[src/rtl/flight_pkg.sv]
// flight_pkg: opcodes, response bytes and sequencer states shared by the flight command path
package flight_pkg;
  localparam logic [7:0] SET_PTCH  = 8'h02;
  localparam logic [7:0] SET_ROLL  = 8'h03;
  localparam logic [7:0] SET_YAW   = 8'h04;
  localparam logic [7:0] SET_THRST = 8'h05;
  localparam logic [7:0] SET_CAL   = 8'h06;
  localparam logic [7:0] SET_EMGL  = 8'h07;
  localparam logic [7:0] SET_MOFF  = 8'h08;
  localparam logic [7:0] ACK       = 8'hA5;
  localparam logic [7:0] NACK      = 8'hEE;
  typedef enum logic [1:0] {IDLE, CAL_SETTLE, CAL_WAIT} state_t;
endpackage

[src/rtl/wd_timer.sv]
// wd_timer: saturating up-counter with synchronous clear; expired while all-ones
module wd_timer #(
  parameter int W = 10
) (
  input  logic clk,
  input  logic rst_n,
  input  logic clr,
  output logic expired
);
  logic [W-1:0] cnt_q;
  assign expired = &cnt_q;
  always_ff @(posedge clk or negedge rst_n)
    if (!rst_n) cnt_q <= '0;
    else cnt_q <= clr ? '0 : expired ? cnt_q : cnt_q + 1'b1;
endmodule

[src/rtl/flight_cmd_sequencer.sv]
// flight_cmd_sequencer: decodes host commands into setpoints, sequences calibration, loss-of-link watchdog
module flight_cmd_sequencer
  import flight_pkg::*;
#(
  parameter bit FAST_SIM = 1'b1
) (
  input  logic               clk,
  input  logic               rst_n,
  input  logic               cmd_rdy,
  input  logic [7:0]         cmd,
  input  logic [15:0]        data,
  output logic               clr_cmd_rdy,
  output logic               send_resp,
  output logic [7:0]         resp,
  input  logic               cal_done,
  output logic               strt_cal,
  output logic               inertial_cal,
  output logic signed [15:0] d_ptch,
  output logic signed [15:0] d_roll,
  output logic signed [15:0] d_yaw,
  output logic [8:0]         thrst,
  output logic               motors_off
);
  localparam int SETTLE_W = FAST_SIM ? 9 : 22;
  localparam int WD_W     = FAST_SIM ? 10 : 26;
  state_t state_q, state_d;
  logic signed [15:0] ptch_q, ptch_d, roll_q, roll_d, yaw_q, yaw_d;
  logic [8:0] thrst_q, thrst_d;
  logic [7:0] resp_q, resp_d;
  logic moff_q, moff_d, ical_q, ical_d, strt_q, strt_d;
  logic wd_clr, wd_exp, settle_exp;
  wd_timer #(.W(WD_W)) u_wd (
    .clk(clk), .rst_n(rst_n), .clr(wd_clr), .expired(wd_exp)
  );
  wd_timer #(.W(SETTLE_W)) u_settle (
    .clk(clk), .rst_n(rst_n), .clr(state_q != CAL_SETTLE), .expired(settle_exp)
  );
  always_comb begin
    state_d = state_q;
    ptch_d = ptch_q;
    roll_d = roll_q;
    yaw_d = yaw_q;
    thrst_d = thrst_q;
    moff_d = moff_q;
    ical_d = ical_q;
    strt_d = 1'b0;
    resp_d = resp_q;
    clr_cmd_rdy = 1'b0;
    send_resp = 1'b0;
    wd_clr = state_q != IDLE;
    case (state_q)
      IDLE:
        if (cmd_rdy) begin
          clr_cmd_rdy = 1'b1;
          wd_clr = 1'b1;
          send_resp = 1'b1;
          resp_d = ACK;
          case (cmd)
            SET_PTCH:  ptch_d = data;
            SET_ROLL:  roll_d = data;
            SET_YAW:   yaw_d = data;
            SET_THRST: thrst_d = data[8:0];
            SET_CAL: begin
              // calibration is acknowledged only once cal_done arrives
              send_resp = 1'b0;
              resp_d = resp_q;
              moff_d = 1'b0;
              ical_d = 1'b1;
              state_d = CAL_SETTLE;
            end
            SET_EMGL: {ptch_d, roll_d, yaw_d, thrst_d} = '0;
            SET_MOFF: begin
              moff_d = 1'b1;
              thrst_d = '0;
            end
            default: resp_d = NACK;
          endcase
        end else if (wd_exp) {ptch_d, roll_d, yaw_d, thrst_d} = '0;
      CAL_SETTLE:
        if (settle_exp) begin
          strt_d = 1'b1;
          state_d = CAL_WAIT;
        end
      CAL_WAIT:
        if (cal_done) begin
          ical_d = 1'b0;
          send_resp = 1'b1;
          resp_d = ACK;
          state_d = IDLE;
        end
      default: state_d = IDLE;
    endcase
  end
  always_ff @(posedge clk or negedge rst_n)
    if (!rst_n) begin
      state_q <= IDLE;
      ptch_q <= '0;
      roll_q <= '0;
      yaw_q <= '0;
      thrst_q <= '0;
      moff_q <= 1'b1;
      ical_q <= 1'b0;
      strt_q <= 1'b0;
      resp_q <= '0;
    end else begin
      state_q <= state_d;
      ptch_q <= ptch_d;
      roll_q <= roll_d;
      yaw_q <= yaw_d;
      thrst_q <= thrst_d;
      moff_q <= moff_d;
      ical_q <= ical_d;
      strt_q <= strt_d;
      resp_q <= resp_d;
    end
  assign resp = resp_d;
  assign strt_cal = strt_q;
  assign inertial_cal = ical_q;
  assign d_ptch = ptch_q;
  assign d_roll = roll_q;
  assign d_yaw = yaw_q;
  assign thrst = thrst_q;
  assign motors_off = moff_q;
endmodule

[config.mk]
export PLATFORM = sky130hd
export DESIGN_NAME = flight_cmd_sequencer
export DESIGN_NICKNAME = d
export VERILOG_FILES = /design/src/rtl/flight_pkg.sv /design/src/rtl/wd_timer.sv /design/src/rtl/flight_cmd_sequencer.sv
export SDC_FILE = /design/constraint.sdc
export NUM_CORES = 1
export LEC_CHECK = 0
export ABC_CLOCK_PERIOD_IN_PS = 2440
export BUFFER_PORTS_ARGS = -buffer_cell sky130_fd_sc_hd__buf_2
export CORE_ASPECT_RATIO = 0.9
export CORE_MARGIN = 2
export CORE_UTILIZATION = 40
export DETAILED_ROUTE_END_ITERATION = 6
export PLACE_DENSITY = 0.67
export SKIP_LAST_GASP = 1
export SLEW_MARGIN = 25
export SYNTH_ARGS = -nofsm -noshare
export SYNTH_HDL_FRONTEND = slang
export SYNTH_SLANG_ARGS = --single-unit
[constraint.sdc]
create_clock -name clk -period 2.44 [get_ports clk]
set_input_delay 0.366 -clock clk [delete_from_list [all_inputs] [get_ports clk]]
set_output_delay 0.366 -clock clk [all_outputs]
set_load 0.05 [all_outputs]
==> results of run 1 <==
[power breakdown]
group	total, mW	leakage (nW)	switching [mW]	internal, mW
Combinational	0.714	1.19	0.513	0.201
Clock	1.02	0.100	0.540	0.483
Sequential	1.63	1.17	0.0521	1.57
[synth_stat cells (2+ instances only)]
cell type,instances,share of area
o31ai_1,5,0.0095
or3_1,5,0.0079
mux2_4,10,0.038
o211ai_1,2,0.0038
a21o_1,3,0.0057
a21oi_1,8,0.010
and3_1,2,0.0032
nor2b_1,2,0.0032
inv_1,7,0.0066
buf_2,3,0.0038
and2_1,17,0.027
nor4b_1,2,0.0044
nor2_1,27,0.026
o21ai_0,7,0.0089
ha_1,3,0.0095
nand2_1,17,0.016
nand2b_1,7,0.011
mux2i_1,4,0.010
nand3_1,5,0.0063
a31oi_1,4,0.0063
mux2_2,46,0.13
xnor2_1,4,0.0089
clkbuf_1,9,0.0085
nand4_1,4,0.0063
dfrtp_1,88,0.56
xor2_1,5,0.011
nor3_1,3,0.0038
[cell type report]
class / count / area [um^2] / share of cell area
tap: 126 / 158 / 0.0321
timing repair buffer: 114 / 663 / 0.135
inverter: 7 / 26.3 / 0.00534
sequential: 89 / 2230 / 0.453
clock inverter: 7 / 77.6 / 0.0158
multi-input combinational: 209 / 1640 / 0.334
clock buffer: 9 / 124 / 0.0252
[placed cells by master, fill, tap and decap left out, types with 5 or more instances in the layout]
cell type / netlist / layout
mux2_4: 10 / 10
o21ai_0: 7 / 7
clkbuf_8: 0 / 9
mux2_2: 46 / 46
and2_1: 17 / 16
nand2b_1: 7 / 7
nand2_1: 17 / 17
nor2_1: 27 / 27
buf_2: 3 / 91
xor2_1: 5 / 5
or3_1: 5 / 5
nand3_1: 5 / 5
a21oi_1: 8 / 8
inv_1: 7 / 6
dfrtp_1: 88 / 88
buf_4: 0 / 16
[worst max-delay path by stage]
stage | slack, ns | startpoint | to | cells after the start
floorplan | -0.06 | state_q[0]$_DFFE_PN0P_ | resp[2] | 7
global placement | 0.13 | cmd[5] | resp[7] | 7
detailed placement | 0.05 | cmd[5] | resp[2] | 7
CTS | 0.02 | state_q[0]$_DFFE_PN0P_ | resp[2] | 7
global route | 0.0002 | state_q[0]$_DFFE_PN0P_ | resp[6] | 5
finish | 0.12 | state_q[0]$_DFFE_PN0P_ | resp[0] | 6
[logic make-up after synthesis]
family | Yosys count
compound gates | 36
buf+inv | 21
simple gates | 100
xor+xnor | 9
flops | 89
fa+ha+maj | 3
mux | 61
[routing by layer]
metal | GRT usage | up-vias | routed length, um
li1 | - | 1338 | -
met1 | 0.224 | 1421 | 3850
met2 | 0.288 | 45 | 4410
met3 | 0.0314 | 6 | 269
met4 | 0.0562 | 0 | 85
met5 | 0 | - | 0
[metrics by stage]
stage | hold WS, ns | worst slack, ns | cell area (um^2)
floorplan | 0.0704 | -0.0593 | 3960
global placement | 0.379 | 0.128 | 4660
detailed placement | 0.379 | 0.0496 | 4660
CTS | 0.215 | 0.0181 | 4880
global route | 0.233 | 0.000222 | 4920
finish | 0.232 | 0.123 | 4920
[registers in the layout, summed over array words and instances (netlist names)]
signal and flops:
motors_off 1, u_wd.cnt_q 10, inertial_cal 1, u_settle.cnt_q 9, thrst 9, resp_q 8, strt_cal 1, d_roll 16
d_ptch 16, state_q 2, d_yaw 16
[what timing repair did]
action,4_1_cts,5_1_grt
buffers inserted,0,2
setup endpoints to repair,3,9
gates resized for setup,3,7
pin swaps,0,0
hold buffers,1,0
hold endpoints to repair,37,0
gates cloned,0,0
[worst max-delay path: stages (launching register included)]
cell	delay [ns]
dfrtp_1	0.38
or3b_1	0.42
buf_4	0.18
nor2_1	0.16
o21ai_0	0.11
nand3_1	0.13
clkbuf_4	0.24
==> results.json, run 1 <==
{
  "outcome": "complete, no violations",
  "synth_edf_count": 0,
  "dp_cells": 542,
  "async_flop_share": 1.00,
  "min_to": "state_q[1]$_DFFE_PN0P_",
  "crit_path_start_kind": "flop",
  "cts.sinks": 89,
  "rsz0062_at_grt": "false",
  "worstSetupPathType": "reg -> out",
  "min_period_over_period": 0.949,
  "synth_mux_area_frac": 0.182,
  "power.total_mw": 3.36,
  "synth-compound-area-share": 0.0630,
  "yosys_warnings": 0,
  "drv_cap": 0,
  "synth-seq-area-share": 0.564,
  "reg2reg_from": "u_wd.cnt_q[0]$_DFFE_PN0P_",
  "yosys_most_used_dff": "dfrtp_1",
  "synth_fa_ha_area_frac": 0.00950,
  "antenna_found_initial": 0,
  "grt_pass1_vias": 2875,
  "grt_pass1_wl_um": 14400,
  "antenna_cells": 0,
  "drive_above_1_share": 0.457,
  "synth_area_mm2": 0.00395,
  "htreeDepth": 3,
  "yosysUniqueCellTypes": 47,
  "final_max_slew_viol_count": 0,
  "clock_path_buffers": 2,
  "hold_viol": 0,
  "skew_ns": 0.0151,
  "worst-r2r-setup-slack_ns": 0.23,
  "clk_pin_slew_worst_paths_ns": 0.08,
  "port-buffer-count": 97,
  "tns_ns": 0,
  "r2r-end": "thrst[6]$_DFFE_PN0P_",
  "clock.fmax_ghz": 0.432,
  "instances_no_fill": 561,
  "syn-instance-count": 319,
  "ant_nets": 0,
  "holdPathStages": 2,
  "end_kind": "primary output",
  "hpwl_um": 6280,
  "vias": 2810,
  "clock-root-buffer": "clkbuf_8",
  "routedWlPerCell_um": 15.3,
  "numCtsBuffers": 9,
  "critPathArrivalTime_ns": 1.95,
  "cp_data_required_time_ns": 2.07,
  "finalSetupViolations": 0,
  "die-area_mm2": 0.0107,
  "synth_top_family_by_area": "multiplexers",
  "tightest_slew_ns": 0.900,
  "area.growth.synth_to_final_pct": 24.4,
  "cp_max_fo": 5,
  "rows": 34,
  "syn-num-nets": 350,
  "drc": 0,
  "grtUsageTotal": 0.172,
  "relSlewSlack": 0.400,
  "p_per_area_mw_per_mm2": 684,
  "leakagePower_nw": 2.46,
  "core_area_mm2": 0.00966,
  "grt_overflow_total": 0,
  "first_pass_iters": 4,
  "die_h_um": 98.3,
  "cts_tree": "built",
  "drtIter0Drc": 82,
  "fp.dieW_um": 109,
  "syn_area_per_cell_um2": 12.4,
  "rr_worst_depth": 5,
  "pin_count": 98,
  "grt_start_max_net_pins": 41,
  "synth-simple-area-share": 0.135,
  "min_period_ns": 2.32,
  "via_per_inst": 5.01,
  "postRouteWirelength_um": 8610,
  "hold_path.class": "in -> reg",
  "worstSkewPairLatency_ns": 0.35,
  "vdd_drop_max_mv": 0.269,
  "start_util": 0.409,
  "final_util": 0.509,
  "final_nets": 461,
  "hp-start": "cal_done",
  "final.fill_count": 889,
  "ys_ff_latch": 89,
  "synth_xor_xnor_area_share": 0.0199,
  "gp_congestion": 0.776
}
Power figures use the tool's default switching activity.
==> run 2: changes to the inputs <==
--- a/config.mk
+++ b/config.mk
@@ -8,7 +8,6 @@
 export ABC_CLOCK_PERIOD_IN_PS = 2440
 export BUFFER_PORTS_ARGS = -buffer_cell sky130_fd_sc_hd__buf_2
 export CORE_ASPECT_RATIO = 0.9
-export CORE_MARGIN = 2
 export CORE_UTILIZATION = 40
 export DETAILED_ROUTE_END_ITERATION = 6
 export PLACE_DENSITY = 0.67
==> run 2 against run 1 <==
Effect of this change: non-clock buffer count fell by 3; flip-flop and latch count did not move; clock power fell by 9%; highest routed layer unchanged.
==> results.json, run 2 (synthesis gave the netlist of run 1 again) <==
{
  "outcome": "complete, no violations",
  "clock_path_buffers": 2,
  "regArea_mm2": 0.00223,
  "ant_nets": 0,
  "worstSetupPathType": "in -> out",
  "core_area_mm2": 0.00961,
  "grt_pass1_vias": 2674,
  "rows": 34,
  "final_max_slew_viol_count": 0,
  "antenna_found_initial": 0,
  "p_per_area_mw_per_mm2": 670,
  "final_common_cell": "buf_2",
  "via_per_inst": 4.97,
  "postRouteWirelength_um": 8260,
  "min_period_over_period": 0.958,
  "rsz0062_at_grt": "false",
  "cpMostUsedCell": "buf_2",
  "drive_above_1_share": 0.451,
  "crit_path_start": "cmd[5]",
  "pin_count": 98,
  "cts_tree": "built",
  "worstSkewPairLatency_ns": 0.36,
  "drtIter0Drc": 156,
  "grtUsageTotal": 0.167,
  "hpwl_um": 5970,
  "tightest_slew_ns": 0.993,
  "path_buf_inv": 2,
  "reg2reg_from": "state_q[0]$_DFFE_PN0P_",
  "multi_input_area_mm2": 0.00164,
  "skew_ns": 0.0144,
  "post_dp_cell_area_mm2": 0.00464,
  "drv_cap": 0,
  "final.fill_count": 876,
  "final_util": 0.506,
  "grt_pass1_wl_um": 13200,
  "end_kind": "primary output",
  "design_area_mm2": 0.00487,
  "cp_max_fo": 7,
  "clock.fmax_ghz": 0.428,
  "cts.sinks": 89,
  "power.total_mw": 3.26,
  "final_cell_mix": "buf_2, dfrtp_1, mux2_2, nor2_1, nand2_1",
  "cp_data_required_time_ns": 2.07,
  "hold_viol": 0,
  "gp_congestion": 0.813,
  "min_period_ns": 2.34,
  "numCtsBuffers": 9,
  "htreeDepth": 3,
  "clk_pin_slew_worst_paths_ns": 0.09,
  "area.growth.synth_to_final_pct": 23.1,
  "clock-root-buffer": "clkbuf_8",
  "grt_start_max_net_pins": 49,
  "die-area_mm2": 0.0103,
  "finalSetupViolations": 0,
  "crit_path_start_kind": "input pin",
  "max_stage_delay_ns": 0.58,
  "final_nets": 458,
  "first_pass_iters": 4,
  "vias": 2772,
  "crit_family": "simple AND/OR/NAND/NOR gates",
  "critPathArrivalTime_ns": 1.97,
  "leakagePower_nw": 2.43,
  "critPathSlowestCell": "or4_4",
  "antenna_cells": 0,
  "start_util": 0.411,
  "fp.dieW_um": 107,
  "path_cells": "buf_2 -> or4_4 -> o31ai_1 -> and2_4 -> a21o_2 -> buf_2",
  "hold_path.class": "in -> async",
  "routedWlPerCell_um": 14.8,
  "die_h_um": 96.3,
  "vdd_drop_max_mv": 0.255,
  "port-buffer-count": 97,
  "grt_overflow_total": 0,
  "relSlewSlack": 0.338,
  "drc": 0
}
==> run 2: metrics by stage <==
step | cells | setup slack (ns) | hold WS, ns | setup TNS (ns)
final | 558 | 0.102 | 0.00433 | 0
after global routing | 558 | 0.00270 | 0.0409 | 0
after CTS | 557 | 0.0416 | 0.0176 | 0
after detailed placement | 539 | 0.0348 | 0.424 | 0
after global placement | 539 | 0.0799 | 0.418 | 0
after floorplan | 319 | -0.0593 | 0.0704 | -0.178
==> run 2: path summary, 6_finish.rpt <==
check,cells after the start,endpoint,slack (ns)
hold / removal,1,d_roll[15]$_DFFE_PN0P_,0.004
max in group asynchronous,2,u_settle.cnt_q[6]$_DFFE_PN0N_,1.78
setup / recovery,6,resp[1],0.10
setup reg to reg,7,d_ptch[15]$_DFFE_PN0P_,0.24
hold reg to reg,1,resp_q[6]$_DFF_PN0_,0.48
min in group clk,2,state_q[1]$_DFFE_PN0P_,0.20
==> run 2: layout make-up <==
class                      instances  area share
clock buffer                      10      0.0262
tap                              126      0.0324
multi-input combinational        209       0.337
timing repair buffer             111       0.131
sequential                        89       0.458
inverter                           7     0.00540
clock inverter                     6      0.0105
==> run 2: where the power goes <==
part | internal, mW | switching (mW) | total, mW
sequential | 1.57 | 0.0506 | 1.63
clock | 0.382 | 0.543 | 0.925
combinational | 0.199 | 0.511 | 0.709
==> run 2: metal layers <==
layer | global-route usage | wire, um | vias to the layer above
li1 | - | - | 1327
met1 | 0.232 | 4040 | 1373
met2 | 0.251 | 3770 | 63
met3 | 0.0420 | 353 | 9
met4 | 0.0616 | 91 | 0
met5 | 0 | 0 | -
==> run 2: worst reg2reg max path, cell delays in order (launching register included) <==
cell and delay [ns]:
dfrtp_1 0.39, buf_4 0.15, or3_1 0.36, nor4_1 0.40, buf_4 0.21, a31oi_2 0.04, buf_4 0.23, mux2_1 0.34
==> run 2: repair_timing <==
item,in CTS,in global routing
buffers inserted,2,1
hold buffers,0,0
gates resized for setup,7,1
setup endpoints to repair,8,7
pin swaps,0,1
==> run 3: changes to the inputs <==
--- a/config.mk
+++ b/config.mk
@@ -5,12 +5,13 @@
 export SDC_FILE = /design/constraint.sdc
 export NUM_CORES = 1
 export LEC_CHECK = 0
-export ABC_CLOCK_PERIOD_IN_PS = 2440
+export ABC_CLOCK_PERIOD_IN_PS = 2400
 export BUFFER_PORTS_ARGS = -buffer_cell sky130_fd_sc_hd__buf_2
 export CORE_ASPECT_RATIO = 0.9
 export CORE_UTILIZATION = 40
 export DETAILED_ROUTE_END_ITERATION = 6
 export PLACE_DENSITY = 0.67
+export RECOVER_POWER = 100
 export SKIP_LAST_GASP = 1
 export SLEW_MARGIN = 25
 export SYNTH_ARGS = -nofsm -noshare
==> constraint.sdc (replaced) <==
create_clock -name clk -period 2.4 [get_ports clk]
set_input_delay 0.36 -clock clk [delete_from_list [all_inputs] [get_ports clk]]
set_output_delay 0.36 -clock clk [all_outputs]
set_load 0.05 [all_outputs]
==> run 3 against run 2 <==
Effect of this change: sequential share of layout area decreased by 0.082 points; critical path type is now reg -> out; setup slack got worse by 0.018 ns; clock power increased by 23%; via count increased by 1.8%; clock-buffer cell count decreased by 1; largest cell class unchanged; hold slack improved by 0.21 ns; final cell count increased by 0.18%.
==> results.json, run 3 (synthesis gave the netlist of run 1 again) <==
{
  "die_h_um": 96.3,
  "p_per_area_mw_per_mm2": 717,
  "leakagePower_nw": 2.23,
  "postRouteWirelength_um": 8610,
  "outcome": "complete, no violations",
  "relSlewSlack": 0.300,
  "via_per_inst": 5.05,
  "final_nets": 460,
  "worst-r2r-setup-slack_ns": 0.12,
  "start_util": 0.411,
  "critPathSlowestCell": "or3b_4",
  "cts_tree": "built",
  "grt_pass1_wl_um": 13600,
  "worst_slack_ns": 0.0843,
  "port-buffer-count": 97,
  "grt_start_max_net_pins": 44,
  "instances_no_fill": 559,
  "drive_above_1_share": 0.328,
  "clock_path_buffers": 2,
  "finalSetupViolations": 0,
  "min_period_over_period": 0.965,
  "first_pass_iters": 4,
  "grt_pass1_vias": 2737,
  "cts.sinks": 89,
  "final.fill_count": 911,
  "post_dp_cell_area_mm2": 0.00466,
  "grtUsageTotal": 0.173,
  "routedWlPerCell_um": 15.4,
  "drv_cap": 0,
  "hold_path.class": "in -> reg",
  "vias": 2823,
  "clock.fmax_ghz": 0.432,
  "grt_overflow_total": 0,
  "end_kind": "primary output",
  "rsz0062_at_grt": "true",
  "path_cells": "or3b_4 -> buf_4 -> nor2_2 -> o21ai_0 -> nand3_1 -> buf_4",
  "drtIter0Drc": 127,
  "skew_ns": 0.0138,
  "dp_cells": 541,
  "gp_congestion": 0.784,
  "final_max_slew_viol_count": 0,
  "ant_nets": 0,
  "hold_viol": 0,
  "tightest_slew_ns": 1.05,
  "clock-root-buffer": "clkbuf_8",
  "area.growth.synth_to_final_pct": 23.4,
  "tns_ns": 0,
  "vdd_drop_max_mv": 0.268,
  "numCtsBuffers": 9,
  "crit_path_start_kind": "flop",
  "cp_data_required_time_ns": 2.04,
  "rows": 34,
  "core_area_mm2": 0.00961,
  "worst_hold_slack_ns": 0.213,
  "cp_max_fo": 4,
  "min_period_ns": 2.32,
  "worstSetupPathType": "reg -> out",
  "final_common_cell": "dfrtp_1",
  "antenna_cells": 0,
  "cpMostUsedCell": "buf_4",
  "design_area_mm2": 0.00488,
  "die-area_mm2": 0.0103,
  "pin_count": 98,
  "dp_worst_setup_slack_ns": -0.206,
  "drc": 0,
  "htreeDepth": 3,
  "hpwl_um": 6120,
  "fp.dieW_um": 107,
  "worstSkewPairLatency_ns": 0.37,
  "antenna_found_initial": 0,
  "clk_pin_slew_worst_paths_ns": 0.08,
  "critPathArrivalTime_ns": 1.96,
  "max_stage_delay_ns": 0.44,
  "final_cell_mix": "dfrtp_1, clkbuf_1, mux2_2, buf_2, nor2_1"
}
==> run 3: worst max-delay path: cells and delay by family, from the launching register on <==
family          cells  cell delay, ns
buf+inv             2            0.39
simple gates        3            0.72
compound gates      1            0.10
flops               1            0.40
==> run 3: power by group <==
| part | internal [mW] | total, mW | switching (mW) |
|---|---|---|---|
| Sequential | 1.60 | 1.66 | 0.0563 |
| Clock | 0.586 | 1.14 | 0.549 |
| Combinational | 0.177 | 0.702 | 0.526 |
| Total | 2.36 | 3.49 | 1.13 |
==> run 3: cell type report <==
class	instances	area, um^2	share of cell area
inverters	7	30.0	0.00616
repair buffers	113	562	0.115
clock buffers	9	124	0.0254
clock inverters	6	92.6	0.0190
well taps	126	158	0.0323
multi-input cells	209	1680	0.345
flip-flops and latches	89	2230	0.457
==> run 3: per-layer routing <==
metal	global-route usage	vias to the layer above	share of wire
met1	0.225	1418	0.46
li1	-	1334	-
met5	0	-	0
met3	0.0433	12	0.050
met4	0.0708	0	0.015
met2	0.277	59	0.47
==> run 3: timing repair <==
item | in CTS | in global routing
setup endpoints to repair | 33 | 18
endpoints found under the hold margin | 41 | 0
hold buffers | 1 | 0
resized for setup | 9 | 5
buffers inserted | 1 | 1
pin swaps | 0 | 1
==> run 3: through the flow <==
step,utilization,power [mW]
after floorplan,-,2.20
final,0.507,3.49
after global routing,0.507,3.63
after detailed placement,0.484,2.41
after CTS,0.512,3.55
after global placement,0.483,2.40
==> run 3: final timing paths <==
check	from	depth (start not counted)	endpoint
max	state_q[1]$_DFFE_PN0P_	6	resp[0]
min	cal_done	2	state_q[1]$_DFFE_PN0P_
max reg2reg	u_wd.cnt_q[0]$_DFFE_PN0P_	7	d_yaw[3]$_DFFE_PN0P_
min reg2reg	resp_q[2]$_DFF_PN0_	1	resp_q[2]$_DFF_PN0_
max in group asynchronous	rst_n	3	d_roll[8]$_DFFE_PN0P_
min in group asynchronous	rst_n	2	d_yaw[12]$_DFFE_PN0P_
